<file path="src/rtl/lock_key_scheduler_if.sv">
// lock_key_scheduler_if: host config/control inputs and locked-FSM key outputs of lock_key_scheduler
interface lock_key_scheduler_if #(
    parameter int KEY_W = 16,
    parameter int PTR_W = 3
);
    logic             i_cfg_we;
    logic [PTR_W-1:0] i_cfg_addr;
    logic [KEY_W-1:0] i_cfg_wdata;
    logic [PTR_W:0]   i_cfg_len;
    logic             i_start;
    logic             i_stop;
    logic             i_pause;
    logic [KEY_W-1:0] o_key_out;
    logic             o_key_valid;
    logic             o_fsm_rst;
    logic             o_busy;
    logic [7:0]       o_wrap_cnt;
    logic             o_err;

    modport master (
        output i_cfg_we, i_cfg_addr, i_cfg_wdata, i_cfg_len, i_start, i_stop, i_pause,
        input  o_key_out, o_key_valid, o_fsm_rst, o_busy, o_wrap_cnt, o_err
    );

    modport slave (
        input  i_cfg_we, i_cfg_addr, i_cfg_wdata, i_cfg_len, i_start, i_stop, i_pause,
        output o_key_out, o_key_valid, o_fsm_rst, o_busy, o_wrap_cnt, o_err
    );
endinterface

</file>
<file path="src/rtl/lock_key_scheduler.sv">
// lock_key_scheduler: sequences a host-loaded key schedule into a locked FSM, one word per clock.
// Optional LOCK_KEY_LFSR_EN: XOR each key word with a 16-bit Fibonacci LFSR mask (KEY_W must be 16).
module lock_key_scheduler #(
    parameter int KEY_W = 16,
    parameter int DEPTH = 8,
    parameter int PTR_W = 3
) (
    input logic                 clk,
    input logic                 rst,
    lock_key_scheduler_if.slave bus
);
    typedef enum logic [1:0] {S_IDLE, S_ARM, S_RUN, S_PAUSE} state_t;

    localparam logic [PTR_W:0]   LEN_MAX = (PTR_W+1)'(DEPTH);
    localparam logic [PTR_W:0]   ONE_L   = 1;
    localparam logic [PTR_W-1:0] ONE_P   = 1;

    state_t           r_state, w_state_nxt;
    logic [KEY_W-1:0] r_mem [DEPTH];
    logic [PTR_W-1:0] r_ptr, w_ptr_nxt, w_adv_ptr;
    logic [PTR_W:0]   r_len, w_len_nxt;
    logic [KEY_W-1:0] r_key, w_key_nxt, w_seed_key, w_adv_key;
    logic             r_valid, w_valid_nxt;
    logic             r_fsm_rst, w_fsm_rst_nxt;
    logic [7:0]       r_wrap, w_wrap_nxt;
    logic             r_err, w_err_nxt;
    logic             w_len_ok, w_last, w_to_idle;

    assign w_len_ok  = (bus.i_cfg_len != '0) && (bus.i_cfg_len <= LEN_MAX);
    assign w_last    = ({1'b0, r_ptr} == r_len - ONE_L);
    assign w_adv_ptr = w_last ? '0 : r_ptr + ONE_P;

`ifdef LOCK_KEY_LFSR_EN
    localparam logic [15:0] LFSR_SEED = 16'hACE1;
    logic [15:0] r_lfsr, w_lfsr_step, w_lfsr_nxt;
    assign w_lfsr_step = {r_lfsr[0] ^ r_lfsr[2] ^ r_lfsr[3] ^ r_lfsr[5], r_lfsr[15:1]};
    assign w_seed_key  = r_mem[0] ^ LFSR_SEED;
    assign w_adv_key   = r_mem[w_adv_ptr] ^ w_lfsr_step;
    // Mask reseeds on an accepted start and steps only when the pointer advances (RUN staying in RUN).
    always_comb begin
        w_lfsr_nxt = r_lfsr;
        if (r_state == S_IDLE && w_state_nxt == S_ARM)
            w_lfsr_nxt = LFSR_SEED;
        else if (r_state == S_RUN && w_state_nxt == S_RUN)
            w_lfsr_nxt = w_lfsr_step;
    end
    // Mask register.
    always_ff @(posedge clk or posedge rst) begin
        if (rst)
            r_lfsr <= LFSR_SEED;
        else
            r_lfsr <= w_lfsr_nxt;
    end
`else
    assign w_seed_key = r_mem[0];
    assign w_adv_key  = r_mem[w_adv_ptr];
`endif

    // State register.
    always_ff @(posedge clk or posedge rst) begin
        if (rst)
            r_state <= S_IDLE;
        else
            r_state <= w_state_nxt;
    end

    // Next state and next values of every registered output; stop always wins over pause/advance.
    always_comb begin
        w_state_nxt   = r_state;
        w_ptr_nxt     = r_ptr;
        w_len_nxt     = r_len;
        w_key_nxt     = r_key;
        w_valid_nxt   = r_valid;
        w_fsm_rst_nxt = r_fsm_rst;
        w_wrap_nxt    = r_wrap;
        w_err_nxt     = r_err | (bus.i_cfg_we && r_state != S_IDLE);
        w_to_idle     = 1'b0;
        case (r_state)
            S_IDLE: begin
                if (bus.i_start && !bus.i_stop && w_len_ok) begin
                    w_state_nxt = S_ARM;
                    w_ptr_nxt   = '0;
                    w_len_nxt   = bus.i_cfg_len;
                    w_key_nxt   = w_seed_key;
                    w_valid_nxt = 1'b1;
                    w_wrap_nxt  = '0;
                    w_err_nxt   = 1'b0;
                end else if (bus.i_start && !bus.i_stop) begin
                    w_err_nxt = 1'b1;
                end
            end
            S_ARM: begin
                w_to_idle     = bus.i_stop;
                w_state_nxt   = S_RUN;
                w_fsm_rst_nxt = 1'b0;
            end
            S_RUN: begin
                w_to_idle = bus.i_stop;
                if (bus.i_pause) begin
                    w_state_nxt = S_PAUSE;
                end else begin
                    w_ptr_nxt  = w_adv_ptr;
                    w_key_nxt  = w_adv_key;
                    w_wrap_nxt = (w_last && r_wrap != 8'hFF) ? r_wrap + 8'd1 : r_wrap;
                end
            end
            S_PAUSE: begin
                w_to_idle   = bus.i_stop;
                w_state_nxt = bus.i_pause ? S_PAUSE : S_RUN;
            end
            default: w_state_nxt = S_IDLE;
        endcase
        if (w_to_idle) begin
            w_state_nxt   = S_IDLE;
            w_ptr_nxt     = r_ptr;
            w_key_nxt     = '0;
            w_valid_nxt   = 1'b0;
            w_fsm_rst_nxt = 1'b1;
            w_wrap_nxt    = r_wrap;
        end
    end

    // Schedule memory: writable only while idle, cleared by reset.
    always_ff @(posedge clk or posedge rst) begin
        if (rst) begin
            for (int i = 0; i < DEPTH; i++)
                r_mem[i] <= '0;
        end else if (bus.i_cfg_we && r_state == S_IDLE) begin
            r_mem[bus.i_cfg_addr] <= bus.i_cfg_wdata;
        end
    end

    // Registered datapath so key_out only moves on the rising edge.
    always_ff @(posedge clk or posedge rst) begin
        if (rst) begin
            r_ptr     <= '0;
            r_len     <= '0;
            r_key     <= '0;
            r_valid   <= 1'b0;
            r_fsm_rst <= 1'b1;
            r_wrap    <= '0;
            r_err     <= 1'b0;
        end else begin
            r_ptr     <= w_ptr_nxt;
            r_len     <= w_len_nxt;
            r_key     <= w_key_nxt;
            r_valid   <= w_valid_nxt;
            r_fsm_rst <= w_fsm_rst_nxt;
            r_wrap    <= w_wrap_nxt;
            r_err     <= w_err_nxt;
        end
    end

    assign bus.o_key_out   = r_key;
    assign bus.o_key_valid = r_valid;
    assign bus.o_fsm_rst   = r_fsm_rst;
    assign bus.o_busy      = (r_state != S_IDLE);
    assign bus.o_wrap_cnt  = r_wrap;
    assign bus.o_err       = r_err;
endmodule

</file>
<file path="src/flat_wrapper.sv">
// flat-port wrapper written by rule: the top's interface ports become plain ports
module lock_key_scheduler_flat 
#(
    parameter int KEY_W = 16,
    parameter int DEPTH = 8,
    parameter int PTR_W = 3
)
  (clk, rst, bus_i_cfg_we, bus_i_cfg_addr, bus_i_cfg_wdata, bus_i_cfg_len, bus_i_start, bus_i_stop, bus_i_pause, bus_o_key_out, bus_o_key_valid, bus_o_fsm_rst, bus_o_busy, bus_o_wrap_cnt, bus_o_err);
  lock_key_scheduler_if #(.KEY_W(KEY_W), .PTR_W(PTR_W)) bus_i ();
  input logic clk;
  input logic rst;
  input wire logic [$bits(bus_i.i_cfg_we)-1:0] bus_i_cfg_we;
  input wire logic [$bits(bus_i.i_cfg_addr)-1:0] bus_i_cfg_addr;
  input wire logic [$bits(bus_i.i_cfg_wdata)-1:0] bus_i_cfg_wdata;
  input wire logic [$bits(bus_i.i_cfg_len)-1:0] bus_i_cfg_len;
  input wire logic [$bits(bus_i.i_start)-1:0] bus_i_start;
  input wire logic [$bits(bus_i.i_stop)-1:0] bus_i_stop;
  input wire logic [$bits(bus_i.i_pause)-1:0] bus_i_pause;
  output wire logic [$bits(bus_i.o_key_out)-1:0] bus_o_key_out;
  output wire logic [$bits(bus_i.o_key_valid)-1:0] bus_o_key_valid;
  output wire logic [$bits(bus_i.o_fsm_rst)-1:0] bus_o_fsm_rst;
  output wire logic [$bits(bus_i.o_busy)-1:0] bus_o_busy;
  output wire logic [$bits(bus_i.o_wrap_cnt)-1:0] bus_o_wrap_cnt;
  output wire logic [$bits(bus_i.o_err)-1:0] bus_o_err;
  assign bus_i.i_cfg_we = bus_i_cfg_we;
  assign bus_i.i_cfg_addr = bus_i_cfg_addr;
  assign bus_i.i_cfg_wdata = bus_i_cfg_wdata;
  assign bus_i.i_cfg_len = bus_i_cfg_len;
  assign bus_i.i_start = bus_i_start;
  assign bus_i.i_stop = bus_i_stop;
  assign bus_i.i_pause = bus_i_pause;
  assign bus_o_key_out = bus_i.o_key_out;
  assign bus_o_key_valid = bus_i.o_key_valid;
  assign bus_o_fsm_rst = bus_i.o_fsm_rst;
  assign bus_o_busy = bus_i.o_busy;
  assign bus_o_wrap_cnt = bus_i.o_wrap_cnt;
  assign bus_o_err = bus_i.o_err;
  lock_key_scheduler #(.KEY_W(KEY_W), .DEPTH(DEPTH), .PTR_W(PTR_W)) u_core (.clk(clk), .rst(rst), .bus(bus_i));
endmodule
</file>
<file path="config.mk">
export PLATFORM = sky130hd
export DESIGN_NAME = lock_key_scheduler_flat
export DESIGN_NICKNAME = d
export VERILOG_FILES = /design/src/rtl/lock_key_scheduler_if.sv /design/src/rtl/lock_key_scheduler.sv /design/src/flat_wrapper.sv
export SDC_FILE = /design/constraint.sdc
export NUM_CORES = 1
export LEC_CHECK = 0
export BUFFER_PORTS_ARGS = -buffer_cell sky130_fd_sc_hd__buf_4
export CAP_MARGIN = 20
export CORE_MARGIN = 2
export CORE_UTILIZATION = 35
export CTS_CLUSTER_DIAMETER = 80
export CTS_CLUSTER_SIZE = 12
export DETAILED_ROUTE_END_ITERATION = 10
export GPL_ROUTABILITY_DRIVEN = 0
export SYNTH_ARGS = -nofsm -noshare
export SYNTH_HDL_FRONTEND = slang
export SYNTH_SLANG_ARGS = --single-unit
</file>
<file path="constraint.sdc">
create_clock -name clk -period 6.7 [get_ports clk]
set_input_delay 1.34 -clock clk [delete_from_list [all_inputs] [get_ports clk]]
set_output_delay 1.34 -clock clk [all_outputs]
set_load 0.02 [all_outputs]
</file>
==> run summary <==
fin crit period: 3780 ps
MaxCap Viol Count: 0
sequential area share after synthesis: 53.0%
global-route wire length before repair: 32100 um
maximum buffer depth of the clock tree: 2
HP Class: reg -> reg
crit path kind: in -> reg
maximum vdd drop: 0.154 mV
syn_area_per_cell: 11.6 sq um
LEAKAGE: 3.90 nW
vias in the first global route: 5724
Buf+Inv Stages, Crit Path: 1
Slew Limit Fails: 0
FFs w/ async S/R, synth: 100%
CP max stage delay: 910 ps
routed vias: 5579
antenna fix cells: 0
EDFF count, synth: 0
Die ar.: 23300 sq um
CP max FO: 20
largest net degree at the start of global routing: 76
synthesized instance count: 669
Syn Nets: 701
Pwr Density: 355 nW/um^2
placed cells: 971
CP required: 6980 ps
Clock Tree Root: clkbuf_16
Sum Neg Setup Slack: 0 ps
Worst-Skew Late Latency: 430 ps
final worst hold slack: 484 ps
synthesized cell area: 7750 sq um
CTS buffer count: 17
P&R area growth vs syn: 16.7%
status: finished, final reports clean
final wirelength: 19800 um
residual DRC count: 0
CP top delay family: simple AND/OR/NAND/NOR gates
nets@finish: 743
fmax: 265 MHz
layout cells sized above 1: 33.4%
H-tree Lvls: 4
post-CTS setup buffers: 0
I/O pin cnt: 57
multi-input logic area: 3380 sq um
post-cts resize count: 0
routed len/inst: 19.8 um
RSZ-0062 raised after global routing: no
cell row count: 54
die height: 153 um
Vias/cell: 5.57
Final Hold Fails: 0
number of synthesis warnings: 0
Starting Density: 35.6%
CP max stage cell: o21ai_2
clock skew: 7.25 ps
Arrival @ worst endpoint: 4060 ps
DRT iter0 DRCs: 369
Total Routing Usage GR: 17.5%
Die X: 153 um
initial antenna violation count: 0
slew at the pin closest to its max-slew limit: 1180 ps
Worst path depth: 7
number of I/O port buffers: 56
WHS Path Cells: 2
core area: 21800 sq um
FILL cells: 2100
Detailed Routing Iterations Pass 1: 5
final non-filler cell total: 1002
Yosys reg bits: 164
placed wire-length estimate: 11500 um
max_slew headroom: 21.5%
CTS tree: done
final setup vio count: 0
CTS Sinks: 164
grt total ovfl: 0
clock-pin slew on the worst setup and hold paths: 60 ps
Yosys cell types: 48
Reg area: 4110 sq um
fin crit share: 56.4%
cts hold-fix bufs: 0
worst path cell trace: buf_4 -> or4_1 -> and3_1 -> o21ai_2 -> nand2b_1 -> mux2i_1 -> nor2_1
top_reg_cell synth: dfrtp_1
CP Launch Type: input port
CP Capture Type: flip-flop
post-route antenna net violation count: 0
R2R depth: 9
-- worst paths after layout --
kind	startpoint	to	slack [ps]
min in group asynchronous	rst	u_core.r_mem[92]	1020
min	u_core.bus.o_key_out[0]	u_core.bus.o_key_out[0]	480
min reg2reg	u_core.bus.o_key_out[0]	u_core.bus.o_key_out[0]	480
max	bus_i_cfg_len[0]	u_core.bus.o_wrap_cnt[1]	2920
max in group asynchronous	rst	u_core.r_mem[15]	4610
max reg2reg	u_core.r_len[0]	u_core.bus.o_key_out[10]	3430
-- metal layers --
| metal | up-vias | part of all wire (%) | GRT usage [%] |
|---|---|---|---|
| met2 | 142 | 48 | 28.4 |
| met4 | 0 | 1.4 | 4.76 |
| met5 | - | 0 | 0 |
| met3 | 24 | 4.5 | 3.84 |
| met1 | 2884 | 46 | 23.9 |
| li1 | 2529 | - | - |
-- placed cells by master, fill, tap and decap left out, types with 2 or more instances in the layout --
master,instances
and3_1,5
clkinv_4,2
or4_1,4
a22oi_2,2
nand2_1,68
a211o_1,4
a211oi_1,2
bufinv_16,3
o21bai_1,2
xnor2_1,3
nor2_1,12
a2111o_1,13
buf_4,64
a21oi_2,2
dfrtp_1,163
nor4b_2,2
a21oi_1,64
clkbuf_8,2
o21ai_0,45
ha_1,3
mux2_2,129
nand3_1,5
o31ai_1,19
nor2b_1,4
o21ai_1,5
inv_1,19
nand3b_1,3
clkinv_2,2
inv_6,4
nand2b_1,4
o211ai_1,2
clkbuf_16,18
o2bb2ai_1,3
mux4_2,3
a221oi_1,13
a21o_1,7
-- kinds of logic (layout without fill, tap and decap cells) --
| family | count (synthesis) | in the layout | synth area share [%] |
|---|---|---|---|
| AOI/OAI and AO/OA | 188 | 188 | 15.8 |
| DFF | 164 | 164 | 53.0 |
| muxes | 133 | 133 | 19.8 |
| and+or+nand+nor | 113 | 113 | 6.88 |
| buffers and inverters | 63 | 116 | 3.52 |
| xor gates and xnor gates | 5 | 5 | 0.565 |
| adders and majority gates | 3 | 3 | 0.485 |
-- through the flow --
step	total power [mW]	setup slack (ps)	utilization, %	instance area, sq um
after floorplan	1.95	928	-	7750
after global placement	2.19	2540	38.6	8390
after detailed placement	2.21	2480	38.6	8410
after CTS	3.23	2930	41.4	9010
after global routing	3.38	2790	41.5	9040
final	3.21	2920	41.5	9040
-- power breakdown --
part,internal [mW],switching (mW),leakage (nW)
logic,0.375,0.421,1.58
registers,1.25,0.146,2.02
clock network,0.605,0.405,0.296
total,2.23,0.972,3.90
-- layout make-up --
cell class	count	area share (%)
multi-input combinational	442	37.4
clock inverter	11	1.68
sequential	164	45.4
inverter	20	0.886
clock buffer	19	5.01
tap	280	3.88
timing repair buffer	66	5.76
-- state kept, by name, indices dropped and copies added, names as in the netlist --
register,cells
u_core.bus.o_err,1
u_core.bus.o_fsm_rst,1
u_core.bus.o_key_out,16
u_core.bus.o_key_valid,1
u_core.bus.o_wrap_cnt,8
u_core.r_state,2
u_core.r_ptr,3
u_core.r_mem,112
u_core.w_seed_key,16
u_core.r_len,4
-- cells in the mapped netlist (all sizes together) (2+ instances only) --
cell type  count  area share [%]
nor4b          2            0.39
a211oi         3            0.36
and3           5            0.40
nand3b         3            0.29
inv           20            0.97
mux4           3            0.87
a21oi         66             4.4
or4            4            0.39
xnor2          4            0.45
dfrtp        163              53
o211ai         2            0.19
o21ai         51             3.3
a2111o        13             1.9
ha             3            0.48
nor4           2            0.24
nor2b          4            0.32
nand3          5            0.32
mux2         129              19
o2bb2ai        3            0.34
a221oi        13             1.5
a22oi          2            0.32
nand2b         4            0.32
nor2          12            0.58
nand2         68             3.3
clkbuf        32             1.6
o21bai         2            0.19
buf           11             1.0
o31ai         19             1.8
a21o           7            0.68
a211o          4            0.45
-- worst register-to-register path, cell delays in order (launching register included) --
cell and delay, ps:
dfrtp_1 420, inv_1 70, ha_1 210, xnor2_1 230, a211o_1 430, a22oi_2 200
buf_4 440, a21o_1 660, a221oi_1 230, o31ai_1 290
Note: power is estimated with default switching activity, not from simulation.
